$ cat config.mk
export PLATFORM = sky130hd
export DESIGN_NAME = bcd_watch_counter_flat
export DESIGN_NICKNAME = d
export VERILOG_FILES = /design/src/rtl/bcd_watch_if.sv /design/src/rtl/bcd_watch_counter.sv /design/src/flat_wrapper.sv
export SDC_FILE = /design/constraint.sdc
export NUM_CORES = 1
export LEC_CHECK = 0
export ABC_AREA = 1
export ABC_CLOCK_PERIOD_IN_PS = 4400
export CORE_MARGIN = 2
export CORE_UTILIZATION = 52
export CTS_CLUSTER_SIZE = 30
export DETAILED_ROUTE_END_ITERATION = 7
export PLACE_DENSITY = 0.85
export SLEW_MARGIN = 15
export SYNTH_ARGS = -nofsm -noshare
export SYNTH_HDL_FRONTEND = slang
export SYNTH_SLANG_ARGS = --single-unit
export TNS_END_PERCENT = 10
$ cat constraint.sdc
create_clock -name clk -period 4.4 [get_ports clk]
set_input_delay 0.66 -clock clk [delete_from_list [all_inputs] [get_ports clk]]
set_output_delay 0.66 -clock clk [all_outputs]
set_load 0.1 [all_outputs]
$ cat src/rtl/bcd_watch_if.sv
// Control and status bundle between the stopwatch core and its surrounding mux/load logic.
// The master drives the controls and the slave (the counter core) returns the watch value and status.
interface bcd_watch_if;
  logic [1:0]  mode;
  logic [15:0] load_val;
  logic        preset;
  logic        start_stop;
  logic [15:0] count;
  logic        running;
  logic        done;
  logic        tick;

  modport master (
    output mode, load_val, preset, start_stop,
    input  count, running, done, tick
  );

  modport slave (
    input  mode, load_val, preset, start_stop,
    output count, running, done, tick
  );
endinterface

$ cat src/rtl/bcd_watch_counter.sv
// 4-digit BCD stopwatch core: counts up or down one step every TICK_DIV clocks and
// stops at 9999 (up) or 0000 (down).
//
//   state | meaning
//   ------+-----------------------------------------------------------
//   IDLE  | preset or reset value loaded, waiting for start_stop
//   RUN   | prescaler advancing, count steps on every prescaler wrap
//   PAUSE | prescaler and count frozen, start_stop resumes
//   DONE  | terminal count reached, held until preset or reset
module bcd_watch_counter #(
  parameter int TICK_DIV = 1000000,
  parameter int TICK_W   = 20
) (
  input  logic       clk,
  input  logic       reset,
  bcd_watch_if.slave bus
);

  typedef enum logic [1:0] {
    IDLE  = 2'd0,
    RUN   = 2'd1,
    PAUSE = 2'd2,
    DONE  = 2'd3
  } state_t;

  localparam logic [TICK_W-1:0] PRESC_LAST = TICK_W'(TICK_DIV - 1);
  localparam logic [15:0]       TERM_UP    = 16'h9999;
  localparam logic [15:0]       TERM_DOWN  = 16'h0000;

  state_t            state;
  state_t            state_next;
  logic [15:0]       count_q;
  logic [TICK_W-1:0] presc_q;
  logic              dir_q;
  logic              tick_q;
  logic              running_q;
  logic              done_q;

  logic [15:0]       count_step;
  logic              step_now;
  logic              unused_mode0;

  assign unused_mode0 = bus.mode[0];

  function automatic logic [15:0] bcd_inc(input logic [15:0] v);
    logic [15:0] r;
    logic        c;
    r = v;
    c = 1'b1;
    for (int i = 0; i < 4; i++) begin
      if (c) begin
        if (v[4*i +: 4] == 4'd9) begin
          r[4*i +: 4] = 4'd0;
        end else begin
          r[4*i +: 4] = v[4*i +: 4] + 4'd1;
          c = 1'b0;
        end
      end
    end
    return r;
  endfunction

  function automatic logic [15:0] bcd_dec(input logic [15:0] v);
    logic [15:0] r;
    logic        b;
    r = v;
    b = 1'b1;
    for (int i = 0; i < 4; i++) begin
      if (b) begin
        if (v[4*i +: 4] == 4'd0) begin
          r[4*i +: 4] = 4'd9;
        end else begin
          r[4*i +: 4] = v[4*i +: 4] - 4'd1;
          b = 1'b0;
        end
      end
    end
    return r;
  endfunction

  // Non-BCD digits in the preset are clamped to 9 rather than wrapped.
  function automatic logic [15:0] bcd_sat(input logic [15:0] v);
    logic [15:0] r;
    for (int i = 0; i < 4; i++) begin
      r[4*i +: 4] = (v[4*i +: 4] > 4'd9) ? 4'd9 : v[4*i +: 4];
    end
    return r;
  endfunction

  function automatic logic [15:0] terminal(input logic down);
    return down ? TERM_DOWN : TERM_UP;
  endfunction

  assign count_step = dir_q ? bcd_dec(count_q) : bcd_inc(count_q);
  // A pause request on the wrap cycle suppresses the step.
  assign step_now   = (state == RUN) && !bus.start_stop && (presc_q == PRESC_LAST);

  // State register
  always_ff @(posedge clk) begin
    if (reset) begin
      state <= IDLE;
    end else begin
      state <= state_next;
    end
  end

  // Next-state logic
  always_comb begin
    state_next = state;
    if (bus.preset) begin
      state_next = IDLE;
    end else begin
      case (state)
        IDLE: begin
          if (bus.start_stop) begin
            state_next = (count_q == terminal(bus.mode[1])) ? DONE : RUN;
          end
        end
        RUN: begin
          if (bus.start_stop) begin
            state_next = PAUSE;
          end else if (step_now && (count_step == terminal(dir_q))) begin
            state_next = DONE;
          end
        end
        PAUSE: begin
          if (bus.start_stop) begin
            state_next = RUN;
          end
        end
        DONE: state_next = DONE;
        default: state_next = IDLE;
      endcase
    end
  end

  // Datapath and registered status
  always_ff @(posedge clk) begin
    if (reset) begin
      count_q   <= 16'h0000;
      presc_q   <= '0;
      dir_q     <= 1'b0;
      tick_q    <= 1'b0;
      running_q <= 1'b0;
      done_q    <= 1'b0;
    end else begin
      running_q <= (state_next == RUN);
      done_q    <= (state_next == DONE);
      tick_q    <= 1'b0;
      if (bus.preset) begin
        count_q <= bcd_sat(bus.load_val);
        presc_q <= '0;
      end else begin
        case (state)
          IDLE: begin
            if (bus.start_stop) begin
              dir_q   <= bus.mode[1];
              presc_q <= '0;
            end
          end
          RUN: begin
            if (step_now) begin
              presc_q <= '0;
              count_q <= count_step;
              tick_q  <= 1'b1;
            end else if (!bus.start_stop) begin
              presc_q <= presc_q + 1'b1;
            end
          end
          default: begin
          end
        endcase
      end
    end
  end

  // Output assignments
  always_comb begin
    bus.count   = count_q;
    bus.running = running_q;
    bus.done    = done_q;
    bus.tick    = tick_q;
  end

endmodule

$ cat src/flat_wrapper.sv
// flat-port wrapper written by rule: the top's interface ports become plain ports
module bcd_watch_counter_flat 
#(
  parameter int TICK_DIV = 1000000,
  parameter int TICK_W   = 20
)
  (clk, reset, bus_mode, bus_load_val, bus_preset, bus_start_stop, bus_count, bus_running, bus_done, bus_tick);
  bcd_watch_if bus_i ();
  input  logic clk;
  input  logic reset;
  input wire logic [$bits(bus_i.mode)-1:0] bus_mode;
  input wire logic [$bits(bus_i.load_val)-1:0] bus_load_val;
  input wire logic [$bits(bus_i.preset)-1:0] bus_preset;
  input wire logic [$bits(bus_i.start_stop)-1:0] bus_start_stop;
  output wire logic [$bits(bus_i.count)-1:0] bus_count;
  output wire logic [$bits(bus_i.running)-1:0] bus_running;
  output wire logic [$bits(bus_i.done)-1:0] bus_done;
  output wire logic [$bits(bus_i.tick)-1:0] bus_tick;
  assign bus_i.mode = bus_mode;
  assign bus_i.load_val = bus_load_val;
  assign bus_i.preset = bus_preset;
  assign bus_i.start_stop = bus_start_stop;
  assign bus_count = bus_i.count;
  assign bus_running = bus_i.running;
  assign bus_done = bus_i.done;
  assign bus_tick = bus_i.tick;
  bcd_watch_counter #(.TICK_DIV(TICK_DIV), .TICK_W(TICK_W)) u_core (.clk(clk), .reset(reset), .bus(bus_i));
endmodule
# Yosys cells after proc, flatten, opt, wreduce, memory -nomap -nowiden
# Index checks and enable logic that the tools add are counted.
# Widths: inputs -> output; s select.
dict set report word_totals {
  in_bits 22
  output_inout_bits 19
  regBits 42
  word_cells 99
}
dict set report op_classes {
  n_reduce_logical 17
  n_bitwise 2
  n_lt_le_gt_ge 4
  n_mux 46
  n_eq_ne 14
  n_addsub 9
}
# cell count
set ops {}
lappend ops {{$mux 16} 6}
lappend ops {{$mux 4} 18}
lappend ops {{$mux 20} 3}
lappend ops {{$pmux 20 s2} 1}
lappend ops {{$eq 16x16->1} 2}
lappend ops {{$add 20x1->20 const B} 1}
lappend ops {{$eq 20x20->1 const B} 1}
lappend ops {{$add 4x1->4 const B} 4}
lappend ops {{$eq 4x4->1 const B} 4}
lappend ops {{$gt 4x4->1 const B} 4}
lappend ops {{$logic_not 4->1} 4}
lappend ops {{$sub 4x1->4 const B} 4}
lappend ops {{$mux 2} 6}
lappend ops {{$mux 1} 11}
lappend ops {{$pmux 2 s4} 1}
lappend ops {{$eq 2x2->1 const B} 3}
lappend ops {{$reduce_and 3->1} 2}
lappend ops {{$reduce_bool 2->1} 3}
lappend ops {{$eq 2x1->1 const B} 2}
lappend ops {{$logic_and 1x1->1} 3}
lappend ops {{$ne 3x2->1 const B} 1}
lappend ops {{$reduce_or 3->1} 1}
lappend ops {{$logic_not 2->1} 1}
lappend ops {{$ne 2x2->1 const B} 1}
lappend ops {{4 further kinds} 5}

# Logic depth before layout (Yosys ltp)
# Gate-level depths: netlist (run 1).
dict set report logic_depth {
  ltp_word 13
  mapped_depth 17
  ltp_nobuf 16
}

# Least setup slack after synthesis (run 1)
# OpenSTA, ideal clock, no wires.
dict set report synth_timing {
  path_kind {register to register}
  start {reg u_core.count_q[8], in the netlist u_core.bus.count[8]}
  end {reg u_core.state[1]}
  path_slack_ns 1.989
  period_less_slack_ns 2.411
  t_arrival_ns 2.346
  stages_incl_launch_ff 16
  n_path_buf 1
  t_required_ns 4.335
  setup_ns 0.065
  cell_sequence {dfxtp_1 -> buf_2 -> inv_2 -> nor2_1 -> nand2_1 -> inv_2 -> nand3_2 -> nand2_1 -> nand2_1 -> nand2_2 -> nand2_1 -> o21ai_1 -> nand3_1 -> nand2_1 -> nand2_1 -> nor2_1}
}
dict set report synth_via {
  elab_chain_len 11
  word_cells_on_any_way 24
  cone_classes {2 x add/sub; 3 x eq/ne; 17 x mux; 2 x reduce/logical}
}
# item line
set synth_lines {}
lappend synth_lines {{start: declaration} bcd_watch_counter.sv:32} ;# logic [15:0] count_q;
lappend synth_lines {{start signal: assignment} bcd_watch_counter.sv:151} ;# count_q <= bcd_sat(bus.load_val);
lappend synth_lines {{start signal: assignment} bcd_watch_counter.sv:164} ;# count_q <= count_step;
lappend synth_lines {{parallel branches: the longest is 9 deep, another holds $add 4x1->4} --}
lappend synth_lines {{$pmux 2 s4 (*)} bcd_watch_counter.sv:113} ;# case (state)
lappend synth_lines {{$mux 2 (*)} bcd_watch_counter.sv:110} ;# if (bus.preset) begin
lappend synth_lines {{end signal: assignment} bcd_watch_counter.sv:103} ;# state <= state_next;
lappend synth_lines {{end: declaration} bcd_watch_counter.sv:30} ;# state_t state;
# Mark *: on every way between the ends.
# A chain may end at the register's enable or synchronous reset.

# Final worst setup path (run 1)
dict set report layout_timing {
  start {in bus_preset}
  end {reg u_core.count_q[5], in the netlist u_core.bus.count[5]}
}
dict set report layout_via {
  elab_chain_len 2
  word_cells_on_any_way 4
  cone_classes {1 x mux; 3 x reduce/logical}
}
# item line
set layout_lines {}
lappend layout_lines {{start: declaration} flat_wrapper.sv:13} ;# input wire logic [$bits(bus_i.preset)-1:0] bus_preset;
lappend layout_lines {{$reduce_bool 2->1 (no line)} --}
lappend layout_lines {{$reduce_and 2->1 (no line)} --}
# Parallel ways exist; a longest one is shown, timed or not.

==> flow_summary.toml, run 1 <==
[finish]
multi_input_area_um2 = 2050
diodes = 0
layout.nets = 591
syn2layout_area_growth_pct = 15.9
num-fill-cells = 575
regArea_um2 = 841
final_util_pct = 62.6
drive_above_1_share_pct = 7.21
instances_no_fill = 644

[place]
dp_slack_ns = 1.23
numPlacedInstances = 636
portBuffers = 39
gp_congestion = 0.969
dpl.hpwl_um = 6800

[routing]
drtIter0Drc = 371
viasPerCell = 5.88
vias = 3785
wl_per_cell_um = 14.2
ant_nets = 0
wl_um = 9130
drc_errors = 0
drt-pass1-iter-count = 6

[setup_path]
r2r.worst_path.cells = 10
start_kind = "input port"
cp-end-kind = "flip-flop"
worst-path-stages = 6
cp_max_fo = 20
crit_path_end = "u_core.bus.count[5]$_SDFFE_PP0P_"
crit_type = "in -> reg"
timing.rr.start = "u_core.presc_q[0]$_SDFFE_PP0P_"
cp_num_buf_inv = 3
cp.required_ns = 4.56
slowest_stage = "clkdlybuf4s50_1"
critPathArrivalTime_ns = 3.13
cp_top_family = "buffers and inverters"
critPathLaunch = "bus_preset"
path_cells = "clkdlybuf4s50_1, inv_1, nand2_1, inv_2, a31oi_1, a221oi_1"
cpPeakStageDelay_ns = 0.96
rr_endpoint = "u_core.bus.count[5]$_SDFFE_PP0P_"
ff2ff_setup_slack_ns = 1.98

[yosys]
ys.warnings.count = 0
synth_top_cells_by_area = "dfxtp_1, nand2_1, nand3_1, nor2_1, inv_1"
yosys.area.top_type_share_pct = 26.1
synthFlopType = "dfxtp_1"
postSynthAreaPerCell_um2 = 5.98
synthesis.area_um2 = 3220
yosysSeqAreaShare_pct = 26.1
synthCells = 538
yosys.area.top_type = "dfxtp_1"
synth_seq_cells = 42
ys_types = 39
synth-edff-count = 0
async_flop_share_pct = 0
synth_fp_nets = 561

[power_and_ir_drop]
leakage_nw = 1.56
p_switching_uw = 380
combPwrFrac_pct = 29.6
p_clk_share_pct = 29.9
power_density_nw_per_um2 = 276
swShare_pct = 37.0
vdd_ir_drop_max_mv = 0.208
pwr-share-seq_pct = 40.6
cellInternalPower_uw = 648

[timing]
min_period_over_period_pct = 67.4
fin_ws_ns = 1.43
fmax_ghz = 0.337
final-hold-violation-count = 0
worstMarginPinSlew_ns = 0.975
final_max_slew_viol_count = 0
fin_hold_ws_ns = 0.500
slew_headroom_pct = 34.8
grt_setup_unrepaired = "false"
skew_ns = 0.0106
fin_crit_ns = 2.97
setup_violations = 0
setup_tns_ns = 0

[cts]
cts_resized = 0
clock-sinks = 42
ctsHoldBuffers = 0
worstSkewPairLatency_ns = 0.30
htreeDepth = 2
post_cts_buffers = 0
cts-root-buf = "clkbuf_8"
cts_tree = "done"
clock_path_buffers = 2
numCtsBuffers = 5
clk_pin_slew_ns = 0.09

[outcome]
status = "completed"

[floorplan]
initial_core_util_pct = 54.0
dieArea_um2 = 6830
core_area_um2 = 5960
ios = 41
dieWidth_um = 82.7
die-height_um = 82.7
fp-row-count = 28

[global_route]
grt_pass1_wl_um = 14900
grt_max_degree = 23
grt-ovfl-total = 0
antenna_found_initial = 0
grt_pass1_vias = 3365
grtUsageTotal_pct = 28.1

[hold_path]
hold_class = "reg -> reg"

[job]
max-cap-violations = 0
-- worst register-to-register path: cells and delay by family, from the launching register on --
| family | cells | cell delay, ns |
|---|---|---|
| simple gates | 5 | 1.07 |
| buf+inv | 2 | 0.28 |
| compound gates | 2 | 0.31 |
| flops | 1 | 0.41 |
| fa+ha+maj | 1 | 0.22 |
-- cell usage in the layout, fill, tap and decap left out, types with 8 or more instances in the layout --
| cell | instances |
|---|---|
| o21ai_0 | 30 |
| nor2_1 | 65 |
| nor3_1 | 10 |
| a221oi_1 | 8 |
| dfxtp_1 | 42 |
| inv_2 | 9 |
| nand4_1 | 12 |
| clkdlybuf4s50_1 | 39 |
| a21oi_1 | 28 |
| nand3_1 | 61 |
| inv_1 | 53 |
| nand2_1 | 143 |
-- logic make-up (layout without fill, tap and decap cells) --
group / Yosys count / after routing / share of synthesized area, %
and+or+nand+nor: 318 / 318 / 45.5
adders and majority gates: 1 / 1 / 0.389
DFF: 42 / 42 / 26.1
xor gates and xnor gates: 4 / 4 / 1.09
buffers and inverters: 81 / 112 / 10.2
AOI/OAI and AO/OA: 92 / 92 / 16.6
-- area by class of cell --
type / count / share of cell area [%]
inverters: 64 / 6.47
flip-flops and latches: 42 / 22.5
clock buffers: 5 / 1.85
multi-input cells: 415 / 54.9
repair buffers: 40 / 10.7
well taps: 75 / 2.52
clock inverters: 3 / 1.07
-- per-stage QoR --
step / power (mW) / cell area, µm²
after global placement: 0.717 / 3620
final: 1.03 / 3730
after floorplan: 0.648 / 3220
after detailed placement: 0.723 / 3620
after global routing: 1.07 / 3730
after CTS: 1.02 / 3730
-- registers in the layout, indices dropped and copies added, names as in the netlist --
signal              count
u_core.bus.count       16
u_core.bus.done         1
u_core.bus.running      1
u_core.bus.tick         1
u_core.dir_q            1
u_core.presc_q         20
u_core.state            2
-- how the worst min path moves through the flow --
stage | from | endpoint | slack, ns | cells past startpoint
finish | u_core.presc_q[1]$_SDFFE_PP0P_ | u_core.presc_q[1]$_SDFFE_PP0P_ | 0.50 | 2
global route | u_core.presc_q[0]$_SDFFE_PP0P_ | u_core.presc_q[0]$_SDFFE_PP0P_ | 0.54 | 1
CTS | u_core.presc_q[16]$_SDFFE_PP0P_ | u_core.presc_q[16]$_SDFFE_PP0P_ | 0.51 | 1
detailed placement | u_core.presc_q[16]$_SDFFE_PP0P_ | u_core.presc_q[16]$_SDFFE_PP0P_ | 0.49 | 1
global placement | u_core.presc_q[19]$_SDFFE_PP0P_ | u_core.presc_q[19]$_SDFFE_PP0P_ | 0.47 | 2
floorplan | u_core.presc_q[16]$_SDFFE_PP0P_ | u_core.presc_q[16]$_SDFFE_PP0P_ | 0.45 | 1
-- metal layers --
metal / up-vias / global-route usage, % / part of all wire, %
li1: 1850 / - / -
met1: 1710 / 35.5 / 42
met2: 202 / 48.1 / 47
met3: 23 / 4.35 / 9.0
met4: 0 / 10.7 / 2.1
met5: - / 0 / 0
-- power by group through the flow --
stage                     Combinational [mW]  Sequential [mW]  Clock (mW)
after global routing                   0.328            0.420       0.320
after floorplan                        0.159            0.489           0
after detailed placement               0.298            0.425           0
after CTS                              0.299            0.416       0.308
after global placement                 0.292            0.425           0
final                                  0.304            0.417       0.307
-- cell usage after synthesis (4+ instances only) --
cell	count
a221oi_1	8
a21oi_1	28
buf_2	7
o21ai_1	6
o21ai_0	30
clkbuf_1	8
nand2_1	143
inv_2	9
dfxtp_1	42
nand4_1	12
nor2_1	65
nor3_1	10
a31oi_1	5
inv_1	53
nor2_4	4
nand2_2	6
nand3_1	61
o22ai_1	4
nor4_1	4
Note: power is estimated with default switching activity, not from simulation.
==> inputs of run 2 (changes only) <==
Settings changed: ABC_CLOCK_PERIOD_IN_PS 4400 to 2800.
Clock period 4.4 ns to 2.8 ns, I/O delays scaled along.
==> run 2 against run 1 <==
Effect of this change:
- first-iteration DRC count fell by 18%
- hold slack got worse by 0.0015 ns
- largest cell class unchanged
- die area did not move
- sequential power is 58% higher
- sequential cell count stayed put
- clock skew grew 0.0047 ns
- sequential share of layout area increased by 0.061 points
- utilization is 0.17 points lower
- register-to-register slack got worse by 1.4 ns
- worst setup slack worse by 0.88 ns
- via count shrank 1.1%
- count of clock-buffer cells in the layout up 1
==> flow_summary.toml, run 2 (synthesis gave the netlist of run 1 again) <==
[hold_path]
holdPathStages = 1
hold_class = "reg -> reg"

[timing]
slew_headroom_pct = 52.9
fin_crit_ns = 2.25
setup_tns_ns = 0
final_max_slew_viol_count = 0
setup_violations = 0
skew_ns = 0.0153
grt_setup_unrepaired = "false"
fmax_ghz = 0.445
min_period_over_period_pct = 80.3
final-hold-violation-count = 0
worstMarginPinSlew_ns = 0.704

[finish]
multi_input_area_um2 = 2050
final_common_cell = "nand2_1"
top_register = "u_core.presc_q"
drive_above_1_share_pct = 11.6
final_cell_mix = "nand2_1, nor2_1, nand3_1"
largest_register_ffs = 20
instances_no_fill = 652
syn2layout_area_growth_pct = 15.6
diodes = 0
num-fill-cells = 583
layout.nets = 599
regArea_um2 = 841
final_area_um2 = 3720

[cts]
cts_resized = 0
htreeDepth = 2
clock-sinks = 42
cts_tree = "done"
cts-root-buf = "clkbuf_8"
post_cts_buffers = 0
worstSkewPairLatency_ns = 0.31
clk_pin_slew_ns = 0.08
clock_path_buffers = 2
ctsHoldBuffers = 0
numCtsBuffers = 5

[place]
dpl.hpwl_um = 7040
portBuffers = 39
gp_congestion = 0.957
dpl_cell_area_um2 = 3630
numPlacedInstances = 644

[setup_path]
r2r.worst_path.cells = 10
cpPeakStageDelay_ns = 0.60
crit_type = "in -> reg"
cp_max_fo = 12
crit_path_end = "u_core.presc_q[9]$_SDFFE_PP0P_"
timing.critical_path.mode_cell = "nor2_1"
path_cells = "clkdlybuf4s50_1, nor2_1, nand3_1, nor2_1, nand2_1, nand2_1, nor2_1, o21ai_0, a221oi_1"
cp_top_family = "simple AND/OR/NAND/NOR gates"
worst-path-stages = 9
start_kind = "input port"
cp_num_buf_inv = 1
rr_endpoint = "u_core.presc_q[9]$_SDFFE_PP0P_"
timing.rr.start = "u_core.presc_q[0]$_SDFFE_PP0P_"
cp-end-kind = "flip-flop"
cp.required_ns = 3.01
critPathLaunch = "bus_start_stop"
slowest_stage = "clkdlybuf4s50_1"
critPathArrivalTime_ns = 2.45
ff2ff_setup_slack_ns = 0.56

[power_and_ir_drop]
power_density_nw_per_um2 = 413
vdd_ir_drop_max_mv = 0.281
p_total_mw = 1.54
leakage_nw = 1.62

[global_route]
antenna_found_initial = 0
grt_pass1_wl_um = 15100
grt_pass1_vias = 3309
grt_max_degree = 23
grt-ovfl-total = 0
grtUsageTotal_pct = 28.3

[floorplan]
dieWidth_um = 82.7
ios = 41
dieArea_um2 = 6830
fp-row-count = 28
die-height_um = 82.7
initial_core_util_pct = 54.0
core_area_um2 = 5960

[routing]
wl_um = 9280
ant_nets = 0
drt-pass1-iter-count = 6
wl_per_cell_um = 14.2
vias = 3742
drc_errors = 0
drtIter0Drc = 305
viasPerCell = 5.74

[outcome]
status = "completed"

[job]
max-cap-violations = 0
-- run 2: cell count changes in the layout (fill, tap and decap cells not counted), sizes merged --
| cell | delta |
|---|---|
| clkbuf | +1 |
| buf | +27 |
| clkdlybuf4s50 | -19 |
| bufinv | -1 |
-- run 2: worst register-to-register path, delay by kind of cell, from the launching register on --
family,cells,cell delay [ns]
AND/OR/NAND/NOR,6,1.01
AO/OA/AOI/OAI,2,0.49
adder cells (fa/ha/maj),1,0.24
flip-flops,1,0.36
buffers and inverters,1,0.06
-- run 2: how the worst min path moves through the flow --
stage	start	end	slack, ns
after floorplan	u_core.presc_q[16]$_SDFFE_PP0P_	u_core.presc_q[16]$_SDFFE_PP0P_	0.45
after global placement	u_core.presc_q[19]$_SDFFE_PP0P_	u_core.presc_q[19]$_SDFFE_PP0P_	0.47
after detailed placement	u_core.presc_q[16]$_SDFFE_PP0P_	u_core.presc_q[16]$_SDFFE_PP0P_	0.48
after CTS	u_core.presc_q[16]$_SDFFE_PP0P_	u_core.presc_q[16]$_SDFFE_PP0P_	0.50
after global routing	u_core.presc_q[0]$_SDFFE_PP0P_	u_core.presc_q[0]$_SDFFE_PP0P_	0.53
final	u_core.presc_q[16]$_SDFFE_PP0P_	u_core.presc_q[16]$_SDFFE_PP0P_	0.50
-- run 2: per-layer routing --
layer	GRT usage [%]	share of wire [%]
met5	0	0
met4	10.7	2.7
met3	3.91	7.7
met2	46.5	45
met1	37.8	44
-- run 2: power by group --
group          internal (mW)  switching, mW  total [mW]  leakage, nW
Sequential             0.616         0.0412       0.657        0.342
Clock                  0.176          0.226       0.402       0.0452
Combinational          0.140          0.338       0.479         1.23
-- run 2: per-stage QoR --
step                      utilization [%]  hold slack [ns]  setup slack [ns]
final                                62.5            0.499             0.552
after global routing                 62.5            0.530             0.326
after CTS                            62.5            0.498             0.556
after detailed placement             61.0            0.477             0.247
after global placement               61.0            0.472             0.317
after floorplan                         -            0.447             0.389
-- run 2: layout make-up --
class	instances	share of cell area, %
inverter	64	6.49
clock inverter	2	0.370
tap	75	2.52
clock buffer	6	1.95
sequential	42	22.6
multi-input combinational	415	55.0
timing repair buffer	48	11.0
